<file path="src/rtl/if_id_queue_pkg.sv">
// Shared constants for the IF/ID fetch queue: reset level, zero/nop words,
// bus widths, and the {pc, inst} entry packing helper.
package if_id_queue_pkg;

  localparam logic RstEnable = 1'b1;

  localparam int InstAddrBus = 32;
  localparam int InstBus     = 32;
  localparam int EntryW      = InstAddrBus + InstBus;

  localparam logic [InstAddrBus-1:0] ZeroWord = '0;
  localparam logic [InstBus-1:0]     NopInst  = '0;

  // Queue entries are stored as {pc, inst}, pc in the upper half.
  function automatic logic [EntryW-1:0] pack_entry(
    input logic [InstAddrBus-1:0] pc,
    input logic [InstBus-1:0]     inst
  );
    return {pc, inst};
  endfunction

endpackage

</file>
<file path="src/rtl/if_fifo.sv">
// Circular buffer holding fetched {pc, inst} entries between IF and ID.
// Provides storage, read/write pointers, an occupancy count (0..DEPTH)
// and full/empty flags. The head entry is readable combinationally.
// A write while full is accepted only if a read happens in the same cycle;
// otherwise it is dropped.
module if_fifo
  import if_id_queue_pkg::*;
#(
  parameter int DEPTH = 4
) (
  input  logic                     clk,
  input  logic                     rst,
  input  logic                     clear,
  input  logic                     wr_en,
  input  logic [EntryW-1:0]        wr_data,
  input  logic                     rd_en,
  output logic [EntryW-1:0]        rd_data,
  output logic [$clog2(DEPTH):0]   count,
  output logic                     full,
  output logic                     empty
);

  localparam int AW = $clog2(DEPTH);
  localparam logic [AW:0] FullCount = (AW + 1)'(DEPTH);

  logic [EntryW-1:0] mem [DEPTH];
  logic [AW-1:0]     wr_ptr;
  logic [AW-1:0]     rd_ptr;
  logic              do_rd;
  logic              do_wr;

  assign full    = (count == FullCount);
  assign empty   = (count == '0);
  assign do_rd   = rd_en & ~empty;
  assign do_wr   = wr_en & (~full | do_rd);
  assign rd_data = mem[rd_ptr];

  // Pointer and occupancy bookkeeping; reset and flush both empty the queue.
  // NOTE: sequential state uses non-blocking assignments so every register
  // samples pre-edge values regardless of statement order.
  always_ff @(posedge clk) begin
    if (rst == RstEnable || clear) begin
      wr_ptr <= '0;
      rd_ptr <= '0;
      count  <= '0;
    end else begin
      if (do_wr) wr_ptr <= wr_ptr + 1'b1;
      if (do_rd) rd_ptr <= rd_ptr + 1'b1;
      case ({do_wr, do_rd})
        2'b10:   count <= count + 1'b1;
        2'b01:   count <= count - 1'b1;
        default: count <= count;
      endcase
    end
  end

  // Entry storage write port.
  // NOTE: the storage array is deliberately not reset; validity is tracked
  // by count/pointers, so stale contents are never observed.
  always_ff @(posedge clk) begin
    if (do_wr) mem[wr_ptr] <= wr_data;
  end

endmodule

</file>
<file path="src/rtl/if_id_queue.sv">
// Instruction fetch queue plus IF/ID pipeline register.
// Captures fetched {pc, inst} pairs, buffers them in if_fifo so decode
// stalls lose nothing, and presents one registered instruction per cycle.
// Optional feature macro: IFQ_BYPASS_EN -- when defined, a push into an
// empty queue while ID advances goes straight to the output register
// (1-cycle latency); when undefined every push goes through storage
// (2-cycle minimum latency).
module if_id_queue
  import if_id_queue_pkg::*;
#(
  parameter int DEPTH = 4
) (
  input  logic                   clk,
  input  logic                   rst,
  input  logic [5:0]             ctrl_signal,
  input  logic                   flush,
  input  logic                   if_valid,
  input  logic [InstAddrBus-1:0] if_pc,
  input  logic [InstBus-1:0]     if_inst,
  output logic [InstAddrBus-1:0] id_pc,
  output logic [InstBus-1:0]     id_inst,
  output logic                   id_valid,
  output logic                   stallreq
);

  localparam int AW = $clog2(DEPTH);

  logic              push;
  logic              advance;
  logic              bypass;
  logic              pop;
  logic              wr_en;
  logic              fifo_empty;
  logic              fifo_full;
  logic [AW:0]       fifo_count;
  logic [EntryW-1:0] head;
  logic              unused_ctrl;

  // Only the IF and ID stall bits matter to this stage.
  assign unused_ctrl = ^{ctrl_signal[5:3], ctrl_signal[0], fifo_count};

  assign push    = if_valid & ~ctrl_signal[1] & ~flush;
  assign advance = ~ctrl_signal[2] & ~flush;
  assign pop     = advance & ~fifo_empty;

`ifdef IFQ_BYPASS_EN
  assign bypass = advance & fifo_empty & push;
`else
  assign bypass = 1'b0;
`endif

  assign wr_en    = push & ~bypass;
  assign stallreq = fifo_full;

  if_fifo #(
    .DEPTH (DEPTH)
  ) u_fifo (
    .clk     (clk),
    .rst     (rst),
    .clear   (flush),
    .wr_en   (wr_en),
    .wr_data (pack_entry(if_pc, if_inst)),
    .rd_en   (pop),
    .rd_data (head),
    .count   (fifo_count),
    .full    (fifo_full),
    .empty   (fifo_empty)
  );

  // IF/ID output register: head of queue, bypassed fetch, or bubble; holds on ID stall.
  always_ff @(posedge clk) begin
    if (rst == RstEnable || flush) begin
      id_valid <= 1'b0;
      id_pc    <= ZeroWord;
      id_inst  <= NopInst;
    end else if (advance) begin
      if (!fifo_empty) begin
        id_valid <= 1'b1;
        id_pc    <= head[EntryW-1:InstBus];
        id_inst  <= head[InstBus-1:0];
      end else if (bypass) begin
        id_valid <= 1'b1;
        id_pc    <= if_pc;
        id_inst  <= if_inst;
      end else begin
        id_valid <= 1'b0;
        id_pc    <= ZeroWord;
        id_inst  <= NopInst;
      end
    end
  end

endmodule

</file>
<file path="config.mk">
export PLATFORM = sky130hd
export DESIGN_NAME = if_id_queue
export DESIGN_NICKNAME = d
export VERILOG_FILES = /design/src/rtl/if_id_queue_pkg.sv /design/src/rtl/if_fifo.sv /design/src/rtl/if_id_queue.sv
export SDC_FILE = /design/constraint.sdc
export NUM_CORES = 1
export LEC_CHECK = 0
export BUFFER_PORTS_ARGS = -buffer_cell sky130_fd_sc_hd__clkbuf_2
export CELL_PAD_IN_SITES_DETAIL_PLACEMENT = 2
export CELL_PAD_IN_SITES_GLOBAL_PLACEMENT = 2
export CORE_MARGIN = 8
export CORE_UTILIZATION = 43
export CTS_CLUSTER_DIAMETER = 30
export CTS_CLUSTER_SIZE = 12
export DETAILED_ROUTE_END_ITERATION = 8
export PLACE_DENSITY = 0.82
export SYNTH_ARGS = -nofsm -noshare
export SYNTH_HDL_FRONTEND = slang
export SYNTH_HIERARCHICAL = 1
export SYNTH_SLANG_ARGS = --single-unit
</file>
<file path="constraint.sdc">
create_clock -name clk -period 3.6 [get_ports clk]
set_input_delay 0.36 -clock clk [delete_from_list [all_inputs] [get_ports clk]]
set_output_delay 0.36 -clock clk [all_outputs]
set_load 0.05 [all_outputs]
</file>
-- Word-level counts from Yosys, hierarchy flattened
Memory sizes are Yosys's and may differ from the RTL's. A register that Yosys moved wholly into a read port is not among the register bits.
Cells that the tools add are included.
- bits in registers: 72
- memories: 1
- memory bits (writable): 256
- memories (memory ; depth ; width ; read ports ; clocked after memory_dff ; wr ports ; RTL line ; RTL):
    u_fifo.mem ; 4 ; 64 ; 1 ; 1 ; 1 ; if_fifo.sv:26 ; logic [EntryW-1:0] mem [DEPTH];
- $add $sub $neg: 4
- multiplexer cells: 8
- reduce and logical (&&, ||, !) cells: 3
- equality and inequality tests: 3
- bitwise gates (word level): 12
- operators with widths (cell ; number):
    32-bit 2-to-1 mux ; 2
    1-bit AND ; 6
    3-bit one-hot mux with 2 select lines ; 1
    1-bit inverter ; 5
    2-bit by 1-bit adder with 2-bit output (second input constant) ; 2
    2-bit 2-to-1 mux ; 2
    3-bit by 1-bit adder with 3-bit output (second input constant) ; 1
    3-bit equality test (second input constant) ; 1
    3-bit logical NOT ; 1
    1-bit 2-to-1 mux ; 3
    3-bit by 1-bit subtractor with 3-bit output (second input constant) ; 1
    2-bit by 1-bit equality test with 1-bit output (second input constant) ; 1
    2-bit equality test (second input constant) ; 1
    2-bit nonzero test ; 1
    1-bit logical OR ; 1
    1-bit OR ; 1

-- Logic depth before layout (Yosys ltp)
Gate-level depths: netlist (run 1).
- depth after elaboration: 8
- gate-level depth with buffers: 11

-- Hierarchy
The synthesis (run 1) kept the hierarchy.
- modules (own cells, without submodules) (module ; area each (um2) ; cells each ; sequential area each (um2) ; times used):
    if_fifo ; 9826.9 ; 402 ; 7867.5 ; 1
    if_id_queue ; 2640.0 ; 291 ; 1301.2 ; 1

-- Worst setup path before layout (run 1)
OpenSTA, ideal clock, no wires.
- path type: input port to flip-flop
- start: input port ctrl_signal[2]
- end: memory u_fifo/mem[0][0] in the netlist's numbering (enable)
- cell stages on the path: 6
- path buffers: 3
- setup slack: 467 ps
- arrival: 2704 ps
- cells stage by stage: buf_6 buf_6 buf_2 nor3_1 or4b_4 and3_1
- word-level cells in the longest chain between the ends: 8
- RTL lines (item ; RTL line ; RTL):
    start: declaration ; if_id_queue.sv:15 ; input logic [5:0] ctrl_signal,
    1-bit inverter ; if_id_queue.sv:43 ; assign advance = ~ctrl_signal[2] & ~flush;
    1-bit AND ; if_id_queue.sv:43 ;
    1-bit AND ; if_id_queue.sv:44 ; assign pop = advance & ~fifo_empty;
    net pop ; if_id_queue.sv:31 ; logic pop;
    1-bit AND ; if_fifo.sv:34 ; assign do_rd = rd_en & ~empty;
    1-bit OR ; if_fifo.sv:35 ; assign do_wr = wr_en & (~full | do_rd);
    1-bit AND ; if_fifo.sv:35 ;
    1-bit 2-to-1 mux ; if_fifo.sv:61 ; if (do_wr) mem[wr_ptr] <= wr_data;
    1-bit 2-to-1 mux (not written as such) ; if_fifo.sv:61 ;
    end: declaration ; if_fifo.sv:26 ;
The timed path passes the listed nets, and every way through them passes these cells.

-- Worst setup path in the final report (run 1)
- start: register u_fifo.count[0]
- end: register u_fifo.count[2]
- word-level cells in the longest chain between the ends: 8
- RTL lines (item ; RTL line ; RTL):
    start: declaration ; if_fifo.sv:18 ; output logic [$clog2(DEPTH):0] count,
    start signal: assignment ; if_fifo.sv:50 ; 2'b10: count <= count + 1'b1;
    start signal: assignment ; if_fifo.sv:51 ; 2'b01: count <= count - 1'b1;
    start signal: assignment ; if_fifo.sv:52 ; default: count <= count;
    3-bit logical NOT * ; if_fifo.sv:33 ; assign empty = (count == '0);
    net fifo_empty ; if_id_queue.sv:33 ; logic fifo_empty;
    1-bit inverter * ; if_id_queue.sv:44 ;
    1-bit AND * ; if_id_queue.sv:44 ;
    net pop ; if_id_queue.sv:31 ;
    1-bit AND * ; if_fifo.sv:34 ;
    1-bit OR ; if_fifo.sv:35 ;
    1-bit AND ; if_fifo.sv:35 ;
    2-bit by 1-bit equality test with 1-bit output / 2-bit equality test (equally long branches) ; if_fifo.sv:49 ; case ({do_wr, do_rd})
    3-bit one-hot mux with 2 select lines / 2-bit nonzero test (equally long branches) ; n/a ;
Mark *: on every way through the listed nets, which the timed path passes. The rest lies on a longest branch.
A chain may end at the register's enable or synchronous reset.

==> results of run 1 <==
sequential cells by signal (all words and copies together), names as in the netlist, named ones only:
name	flops
u_fifo/count	3
id_valid	1
u_fifo/wr_ptr	2
id_inst	32
u_fifo/mem	256
u_fifo/rd_ptr	2
id_pc	32
cells in the final DEF, fill, tap and decap left out, types with 5 or more instances in the layout:
cell       count
clkbuf_2     134
nand2_1       65
dfxtp_1       72
bufinv_16     11
edfxtp_1     256
buf_4          8
mux4_2        64
clkinv_2      16
clkbuf_8       7
inv_1          5
a21oi_1       68
or3b_1        58
clkbuf_1       8
nand3_1        5
or3b_2         7
clkbuf_16     72
area by class of cell:
| type | count | area, µm² | area share (%) |
|---|---|---|---|
| inverter | 5 | 18.8 | 0.118 |
| multi-input combinational | 309 | 2980 | 18.8 |
| tap | 384 | 480 | 3.03 |
| sequential | 330 | 9180 | 57.8 |
| timing repair buffer | 143 | 751 | 4.73 |
| antenna | 2 | 5.00 | 0.0315 |
| clock inverter | 40 | 522 | 3.29 |
| clock buffer | 87 | 1930 | 12.2 |
synthesized netlist by cell type (7+ instances only):
cell type / count / area, µm²
buf_4: 7 / 52.6
or3b_1: 58 / 508
a21oi_1: 68 / 340
nand2_1: 65 / 244
or3b_2: 7 / 61.3
mux4_2: 64 / 1440
edfxtp_1: 256 / 7690
buf_6: 11 / 124
dfxtp_1: 74 / 1480
clkbuf_1: 9 / 33.8
buf_2: 22 / 110
final timing paths:
check	startpoint	endpoint	slack, ns	cells past startpoint
worst min register to register	id_inst[6]$_SDFFE_PP0P_	id_inst[6]$_SDFFE_PP0P_	0.45	2
worst min-delay path	if_inst[18]	u_fifo/mem[2][18]$_DFFE_PP_	0.03	1
worst max-delay path	u_fifo/count[0]$_SDFFE_PP0P_	u_fifo/count[2]$_SDFFE_PP0P_	0.57	8
worst max register to register	u_fifo/count[0]$_SDFFE_PP0P_	u_fifo/count[2]$_SDFFE_PP0P_	0.57	8
logic make-up (layout without fill, tap and decap cells):
| family | count (synthesis) | after routing | synth area share, % |
|---|---|---|---|
| compound gates | 79 | 79 | 3.44 |
| buf+inv | 54 | 275 | 2.72 |
| xor+xnor | 4 | 4 | 0.281 |
| other cells | 0 | 2 | 0 |
| mux | 64 | 64 | 11.6 |
| simple gates | 157 | 157 | 7.89 |
| flops | 330 | 330 | 73.5 |
| fa+ha+maj | 5 | 5 | 0.562 |
power by group through the flow:
stage / clock (mW) / combinational (mW) / sequential [mW]
2_1_floorplan: 0 / 0.0727 / 4.22
3_3_place_gp: 0 / 0.157 / 4.21
3_5_place_dp: 0 / 0.171 / 4.21
4_1_cts: 6.70 / 0.174 / 4.15
5_1_grt: 6.89 / 0.183 / 4.14
6_report: 6.57 / 0.168 / 4.15
metrics by stage:
stage          utilization, %  hold slack [ns]  std cells
6_report                 55.4           0.0338       1300
5_1_grt                  55.4           0.0179       1298
4_1_cts                  55.4          0.00704       1298
3_5_place_dp             46.8            0.456       1171
3_3_place_gp             46.8            0.439       1171
2_1_floorplan               -            0.459        693
critical path, delay by kind of cell (launching register included):
family          cells  cell delay [ns]
compound gates      3             0.51
fa+ha+maj           1             0.42
flops               1             0.56
simple gates        4             1.48
routing by layer:
layer,vias to the layer above,track usage (%),share of wire [%]
met5,-,0,0
met4,0,6.61,1.7
met3,43,4.18,5.0
met2,163,34.2,53
met1,3610,22.9,40
li1,3085,-,-
==> impl_metrics.yaml, run 1 <==
run_status:
  outcome: "finished clean"
synth:
  ys_warn_count: 6
  syn-num-nets: 772
  synth_flop_cell: "edfxtp_1"
  synthCells: 693
  synth_cell_types: 35
  synth_edf_count: 256
  async_flop_share_pct: 0
  synth_area_per_cell_um2: 18.0
  yosys_register_bits: 330
  synth.cell_area_um2: 12500
  ys_seq_area_share_pct: 73.5
timing:
  fin_crit_sh_pct: 84.2
  max_freq_ghz: 0.330
  slew_violations: 0
  fin_worst_skew_ns: 0.0266
  worst_pin_slew_ns: 1.14
  rsz0062_at_grt: "no"
  fin_setup_tns_ns: 0
  relSlewSlack_pct: 24.3
  period_minus_slack_ns: 3.03
  hold_violations: 0
  fin_ws_ns: 0.568
  setup_viol: 0
final_layout:
  area_growth_syn_to_layout_pct: 27.3
  fin_nets: 939
  drive_above_1_share_pct: 37.6
  fillers: 2472
  final_area_um2: 15900
die:
  die_w_um: 186
  io_pins: 140
  die_area_um2: 34700
  die_h_um: 186
  core_um2: 28600
  rows: 62
  start_util_pct: 43.6
grt:
  grt_pass1_wl_um: 49800
  grt_pass1_vias: 8092
  grt_max_degree: 72
  overflow: 0
  grt_use_total_pct: 19.3
  antenna_found_initial: 0
place:
  dp_slack_ns: 0.618
  dpl_cell_area_um2: 13400
  dp_hpwl_um: 18300
  port_buffers: 135
  gp_congestion: 0.677
route:
  drtPass1Iterations: 4
  drt_wl_total_um: 32300
  antenna_left: 0
  vias: 6901
  vias_per_cell: 5.31
  drc_errors: 0
  post_drt_wl_per_cell_um: 24.8
  drtIter0Drc: 308
pwr:
  power.internal_mw: 8.76
  power.share.combinational_pct: 1.5
  p_total_mw: 10.9
  powerDensity_nw_per_um2: 686
  p_clk_share_pct: 60.3
  switching_power_mw: 2.12
  p_leak_nw: 5.37
  pwr-share-seq_pct: 38.1
  swShare_pct: 19.5
  ir_drop_uv: 368
clock_tree:
  clock_latency_ns: 0.55
  clock_path_buffers: 3
  ctsResizeCount: 0
  htree_levels: 3
  root_buffer: "clkbuf_16"
  cts_tree: "yes"
  path_clk_slew_ns: 0.05
  cts.sinks: 330
  ctsHoldBuffers: 0
  cts_buffers: 71
  post-cts-setup-buffers: 0
worst_setup_path:
  crit_path_start_kind: "flip-flop"
  cp_max_fo: 11
  crit_path_end_kind: "flip-flop"
  slowest_delay_ns: 0.67
  cp_slowest_cell: "nor3_1"
  cp.arrival_ns: 3.51
  path_class: "reg2reg"
  crit_path_cell_trace: "nor3_2, nor3_1, o31ai_1, nand2b_1, fa_1, or4b_1, o311a_1, a21oi_2"
  cp.required_ns: 4.07
min_path:
  worstHoldPathType: "in2reg"
job:
  max_cap_violations: 0
Power figures use the tool's default switching activity.
==> inputs of run 2 (changes only) <==
--- a/config.mk
+++ b/config.mk
@@ -5,15 +5,16 @@
 export SDC_FILE = /design/constraint.sdc
 export NUM_CORES = 1
 export LEC_CHECK = 0
+export ABC_AREA = 1
 export BUFFER_PORTS_ARGS = -buffer_cell sky130_fd_sc_hd__clkbuf_2
 export CELL_PAD_IN_SITES_DETAIL_PLACEMENT = 2
 export CELL_PAD_IN_SITES_GLOBAL_PLACEMENT = 2
 export CORE_MARGIN = 8
-export CORE_UTILIZATION = 43
+export CORE_UTILIZATION = 39
 export CTS_CLUSTER_DIAMETER = 30
 export CTS_CLUSTER_SIZE = 12
 export DETAILED_ROUTE_END_ITERATION = 8
-export PLACE_DENSITY = 0.82
+export PLACE_DENSITY = 0.83
 export SYNTH_ARGS = -nofsm -noshare
 export SYNTH_HDL_FRONTEND = slang
 export SYNTH_HIERARCHICAL = 1
==> constraint.sdc (replaced) <==
create_clock -name clk -period 3.15 [get_ports clk]
set_input_delay 0.315 -clock clk [delete_from_list [all_inputs] [get_ports clk]]
set_output_delay 0.315 -clock clk [all_outputs]
set_load 0.05 [all_outputs]
==> impl_metrics.yaml, run 2 <==
route:
  vias: 9679
  antenna_left: 0
  drt_wl_total_um: 47300
  drtIter0Drc: 562
  vias_per_cell: 5.41
  drtPass1Iterations: 5
  drc_errors: 0
  post_drt_wl_per_cell_um: 26.4
synth:
  synthCells: 1078
  synth_flop_cell: "edfxtp_1"
  synth_cell_types: 26
  synth_area_per_cell_um2: 11.7
  synth_edf_count: 256
  async_flop_share_pct: 0
  ys_warn_count: 6
  ys_seq_area_share_pct: 72.5
  synth_most_common_cell: "edfxtp_1"
  yosys_register_bits: 330
  synth_top_area_cell: "edfxtp_1"
  synth.cell_area_um2: 12700
  yosys-top-cells-area: "edfxtp_1 (61%), dfxtp_1 (12%), nor2_1 (7.4%)"
  syn-num-nets: 1157
  synth_top_area_share_pct: 60.7
  synth_common_cells: "edfxtp_1 (256), nor2_1 (251), nand2_1 (153)"
job:
  max_cap_violations: 0
grt:
  grt_use_total_pct: 24.8
  grt_pass1_wl_um: 71700
  busiest_layer: "met2"
  antenna_found_initial: 5
  met2_usage_pct: 44.9
  use_met1_pct: 26.5
  grt_max_degree: 129
  overflow: 0
  use_met3_pct: 6.01
  grt_pass1_vias: 11523
worst_setup_path:
  crit_path_end_kind: "flip-flop"
  cp_max_fo: 4
  crit_path_start_kind: "flip-flop"
  path_class: "reg2reg"
  cp.arrival_ns: 2.84
  cp.required_ns: 3.64
min_path:
  worstHoldPathType: "in2reg"
die:
  die_w_um: 196
  die_area_um2: 38500
  io_pins: 140
  rows: 66
  core_um2: 32200
  die_h_um: 196
  start_util_pct: 39.3
timing:
  slew_violations: 0
  setup_viol: 0
  relSlewSlack_pct: 37.9
  max_freq_ghz: 0.425
  period_minus_slack_ns: 2.36
  worst_pin_slew_ns: 0.931
  fin_crit_sh_pct: 74.8
  rsz0062_at_grt: "no"
  hold_violations: 0
  fin_ws_ns: 0.794
  fin_worst_skew_ns: 0.0309
final_layout:
  final_common_cell: "edfxtp_1"
  final_cell_mix: "edfxtp_1 (256), nor2_1 (246), nand2_1 (153)"
  largestRegisters: "u_fifo/mem x256, id_inst x32, id_pc x32"
  fillers: 3038
  regMostFlops: "u_fifo/mem"
  largest_reg_flops: 256
  area_growth_syn_to_layout_pct: 35.0
  postLayoutCoreUtil_pct: 53.0
  drive_above_1_share_pct: 22.1
  fin_nets: 1390
pwr:
  powerDensity_nw_per_um2: 810
  p_leak_nw: 6.47
  ir_drop_uv: 508
clock_tree:
  cts.sinks: 330
  clock_path_buffers: 3
  clock_latency_ns: 0.59
  cts_buffers: 79
  htree_levels: 3
  post-cts-setup-buffers: 0
  cts_tree: "yes"
  root_buffer: "clkbuf_16"
  path_clk_slew_ns: 0.04
place:
  port_buffers: 135
  dp_hpwl_um: 22600
  dp_slack_ns: 0.874
  gp_congestion: 0.696
run_status:
  outcome: "finished clean"
-- run 2: cell types whose count changed after synthesis, sizes merged, moves of 9 or more --
cell	previous run	this run
a21oi	69	23
o21ai	2	150
nor2	4	253
nand2	65	157
inv	5	21
o22ai	0	64
clkbuf	9	18
mux4	64	0
or3b	65	0
buf	40	50
-- run 2: timing repair --
item	in CTS	in global routing
gates resized for setup	0	0
endpoints found under the setup margin	0	0
hold endpoints to repair	256	0
hold buffers	64	0
-- run 2: power breakdown --
group | internal (mW) | switching (mW)
sequential | 4.76 | 0.0294
combinational | 0.158 | 0.348
clock | 5.87 | 2.67
total | 10.8 | 3.05
-- run 2: final cells by class --
class | count | area [µm²] | area share [%]
inverter | 22 | 85.1 | 0.498
clock buffer | 101 | 2180 | 12.8
sequential | 330 | 9170 | 53.7
clock inverter | 47 | 588 | 3.44
antenna | 4 | 10.0 | 0.0586
tap | 408 | 510 | 2.99
multi-input combinational | 658 | 2980 | 17.5
timing repair buffer | 220 | 1550 | 9.07
-- run 2: cells by family after synthesis --
logic type	Yosys count	synth area share (%)
fa+ha+maj	5	0.554
simple gates	415	12.5
compound gates	238	10.2
buf+inv	90	4.31
flops	330	72.5
-- run 2: through the flow --
step	setup TNS (ns)	hold WS (ns)	power (mW)	area [µm²]	cells
floorplan	-46.44	0.414	5.09	12700	1078
global route	0	0.111	14.2	17100	1790
CTS	0	0.106	13.9	17100	1786
detailed placement	0	0.472	5.27	13700	1574
finish	0	0.114	13.8	17100	1790
global placement	0	0.448	5.24	13700	1574
-- run 2: worst paths after layout --
kind	start	cells past startpoint	slack (ns)	end
setup / recovery	u_fifo/count[2]$_SDFFE_PP0P_	13	0.79	u_fifo/count[2]$_SDFFE_PP0P_
hold / removal	ctrl_signal[2]	4	0.11	id_valid$_SDFFE_PP0P_
setup reg to reg	u_fifo/count[2]$_SDFFE_PP0P_	13	0.79	u_fifo/count[2]$_SDFFE_PP0P_
hold reg to reg	id_inst[2]$_SDFFE_PP0P_	2	0.48	id_inst[2]$_SDFFE_PP0P_
-- run 2: worst max-delay path, cell delays in order, from the launching register on --
cell and delay [ns]:
dfxtp_1 0.34, inv_1 0.09, nand2_2 0.13, inv_1 0.08
inv_2 0.07, nand2_1 0.08, inv_1 0.20, nand3_1 0.22
fa_1 0.46, inv_1 0.09, nand4_1 0.17, nand3_1 0.15
nand2_1 0.06, nor2_1 0.13
-- run 2: metal layers --
metal,part of all wire (%),up-vias
met1,38,4932
met4,4.0,4
met5,0.049,-
met2,53,323
met3,5.1,135
li1,-,4285
==> inputs of run 3 (changes only) <==
--- a/config.mk
+++ b/config.mk
@@ -5,16 +5,16 @@
 export SDC_FILE = /design/constraint.sdc
 export NUM_CORES = 1
 export LEC_CHECK = 0
-export ABC_AREA = 1
+export ABC_AREA = 0
 export BUFFER_PORTS_ARGS = -buffer_cell sky130_fd_sc_hd__clkbuf_2
 export CELL_PAD_IN_SITES_DETAIL_PLACEMENT = 2
 export CELL_PAD_IN_SITES_GLOBAL_PLACEMENT = 2
 export CORE_MARGIN = 8
-export CORE_UTILIZATION = 39
+export CORE_UTILIZATION = 43
 export CTS_CLUSTER_DIAMETER = 30
 export CTS_CLUSTER_SIZE = 12
 export DETAILED_ROUTE_END_ITERATION = 8
-export PLACE_DENSITY = 0.83
+export PLACE_DENSITY = 0.82
 export SYNTH_ARGS = -nofsm -noshare
 export SYNTH_HDL_FRONTEND = slang
 export SYNTH_HIERARCHICAL = 1
==> constraint.sdc (replaced) <==
create_clock -name clk -period 2.25 [get_ports clk]
set_input_delay 0.225 -clock clk [delete_from_list [all_inputs] [get_ports clk]]
set_output_delay 0.225 -clock clk [all_outputs]
set_load 0.05 [all_outputs]
==> impl_metrics.yaml, run 3 (synthesis results as in run 1) <==
final_layout:
  register_area_um2: 9180
  final_cell_mix: "edfxtp_1 (256), clkbuf_2 (134), dfxtp_1 (70)"
  drive_above_1_share_pct: 37.1
  regMostFlops: "u_fifo/mem"
  fin_nets: 1025
  largest_reg_flops: 256
  area_growth_syn_to_layout_pct: 34.5
  fillers: 2393
  final_common_cell: "edfxtp_1"
  multi_input_area_um2: 3030
  instances_no_fill: 1384
  largestRegisters: "u_fifo/mem x256, id_inst x32, id_pc x32"
timing:
  period_minus_slack_ns: 2.22
  fin_ws_ns: 0.0278
  relSlewSlack_pct: 50.2
  max_freq_ghz: 0.450
  fin_worst_skew_ns: 0.0254
  worst_pin_slew_ns: 0.747
  fin_crit_sh_pct: 98.8
  whs_ns: 0.153
  rsz0062_at_grt: "no"
  setup_viol: 0
  slew_violations: 0
  hold_violations: 0
job:
  max_cap_violations: 0
worst_setup_path:
  cp.required_ns: 2.54
  cp.arrival_ns: 2.52
  path_class: "reg2reg"
  crit_path_end_kind: "flip-flop"
  cp_max_fo: 15
  crit_path_start_kind: "flip-flop"
route:
  vias_per_cell: 5.51
  drtIter0Drc: 405
  vias: 7627
  drc_errors: 0
  post_drt_wl_per_cell_um: 29.0
  drt_wl_total_um: 40200
  drtPass1Iterations: 4
  antenna_left: 0
run_status:
  outcome: "finished clean"
die:
  rows: 62
  core_um2: 28600
  io_pins: 140
  die_area_um2: 34700
  die_w_um: 186
  die_h_um: 186
  start_util_pct: 43.6
clock_tree:
  clock_latency_ns: 0.56
  htree_levels: 3
  clock_path_buffers: 3
  cts_tree: "yes"
  root_buffer: "clkbuf_16"
  cts_buffers: 67
  cts.sinks: 330
  path_clk_slew_ns: 0.05
grt:
  grt_pass1_vias: 8846
  antenna_found_initial: 1
  grt_max_degree: 131
  overflow: 0
  grt_pass1_wl_um: 59700
  grt_use_total_pct: 23.8
pwr:
  pwr-share-seq_pct: 39.4
  p_leak_nw: 5.73
  swShare_pct: 22.4
  p_total_mw: 16.8
  power.share.combinational_pct: 2.4
  p_clk_share_pct: 58.2
  powerDensity_nw_per_um2: 1000
  ir_drop_uv: 661
  switching_power_mw: 3.77
  power.internal_mw: 13.1
place:
  port_buffers: 135
  gp_congestion: 0.720
  dp_hpwl_um: 21700
  dp_slack_ns: 0.0205
  dp.cells: 1195
min_path:
  worstHoldPathType: "in2reg"
[run 3: what timing repair did]
item,CTS,global route
gates resized for setup,1,0
endpoints found under the hold margin,256,0
endpoints found under the setup margin,91,7
setup buffers,2,0
hold buffers,64,0
pin swaps,2,2
[run 3: critical path, cell delays in order, from the launching register on]
cell and delay [ns]:
dfxtp_2 0.34, nor3_4 0.26, nor3_4 0.08, buf_4 0.19, or4b_4 0.55, and3_4 0.32, buf_12 0.20
[run 3: area by class of cell]
class                           count  share of cell area [%]
Antenna cell                        1                  0.0149
Timing Repair Buffer              233                    11.0
Sequential cell                   330                    54.8
Clock buffer                       77                    10.6
Inverter                            5                   0.112
Multi-Input combinational cell    309                    18.0
Tap cell                          384                    2.87
Clock inverter                     45                    2.65
[run 3: stage by stage]
stage | cell area, µm² | setup TNS, ns | utilization (%)
final | 16800 | 0 | 58.6
after global routing | 16800 | 0 | 58.6
after CTS | 16800 | 0 | 58.5
after detailed placement | 13900 | 0 | 48.5
after global placement | 13900 | 0 | 48.5
after floorplan | 12600 | -0.0956 | -
[run 3: layer usage]
metal / share of wire [%] / vias to the layer above / track usage (%)
met2: 54 / 291 / 43.1
li1: - / 3251 / -
met1: 37 / 3990 / 26.7
met4: 3.6 / 0 / 11.0
met3: 5.6 / 95 / 4.76
met5: 0 / - / 0
[run 3: power groups by stage]
stage	combinational, mW	clock, mW	sequential, mW
CTS	0.402	9.90	6.63
finish	0.404	9.81	6.63
floorplan	0.119	0	6.74
detailed placement	0.293	0	6.74
global placement	0.269	0	6.74
global route	0.427	10.2	6.63
[run 3: worst paths after layout]
check	end	slack, ns	from	cells past startpoint
hold reg to reg	id_inst[27]$_SDFFE_PP0P_	0.45	id_inst[27]$_SDFFE_PP0P_	2
setup / recovery	u_fifo/mem[2][31]$_DFFE_PP_	0.03	u_fifo/count[2]$_SDFFE_PP0P_	6
hold / removal	u_fifo/count[2]$_SDFFE_PP0P_	0.15	rst	3
setup reg to reg	u_fifo/mem[2][31]$_DFFE_PP_	0.03	u_fifo/count[2]$_SDFFE_PP0P_	6
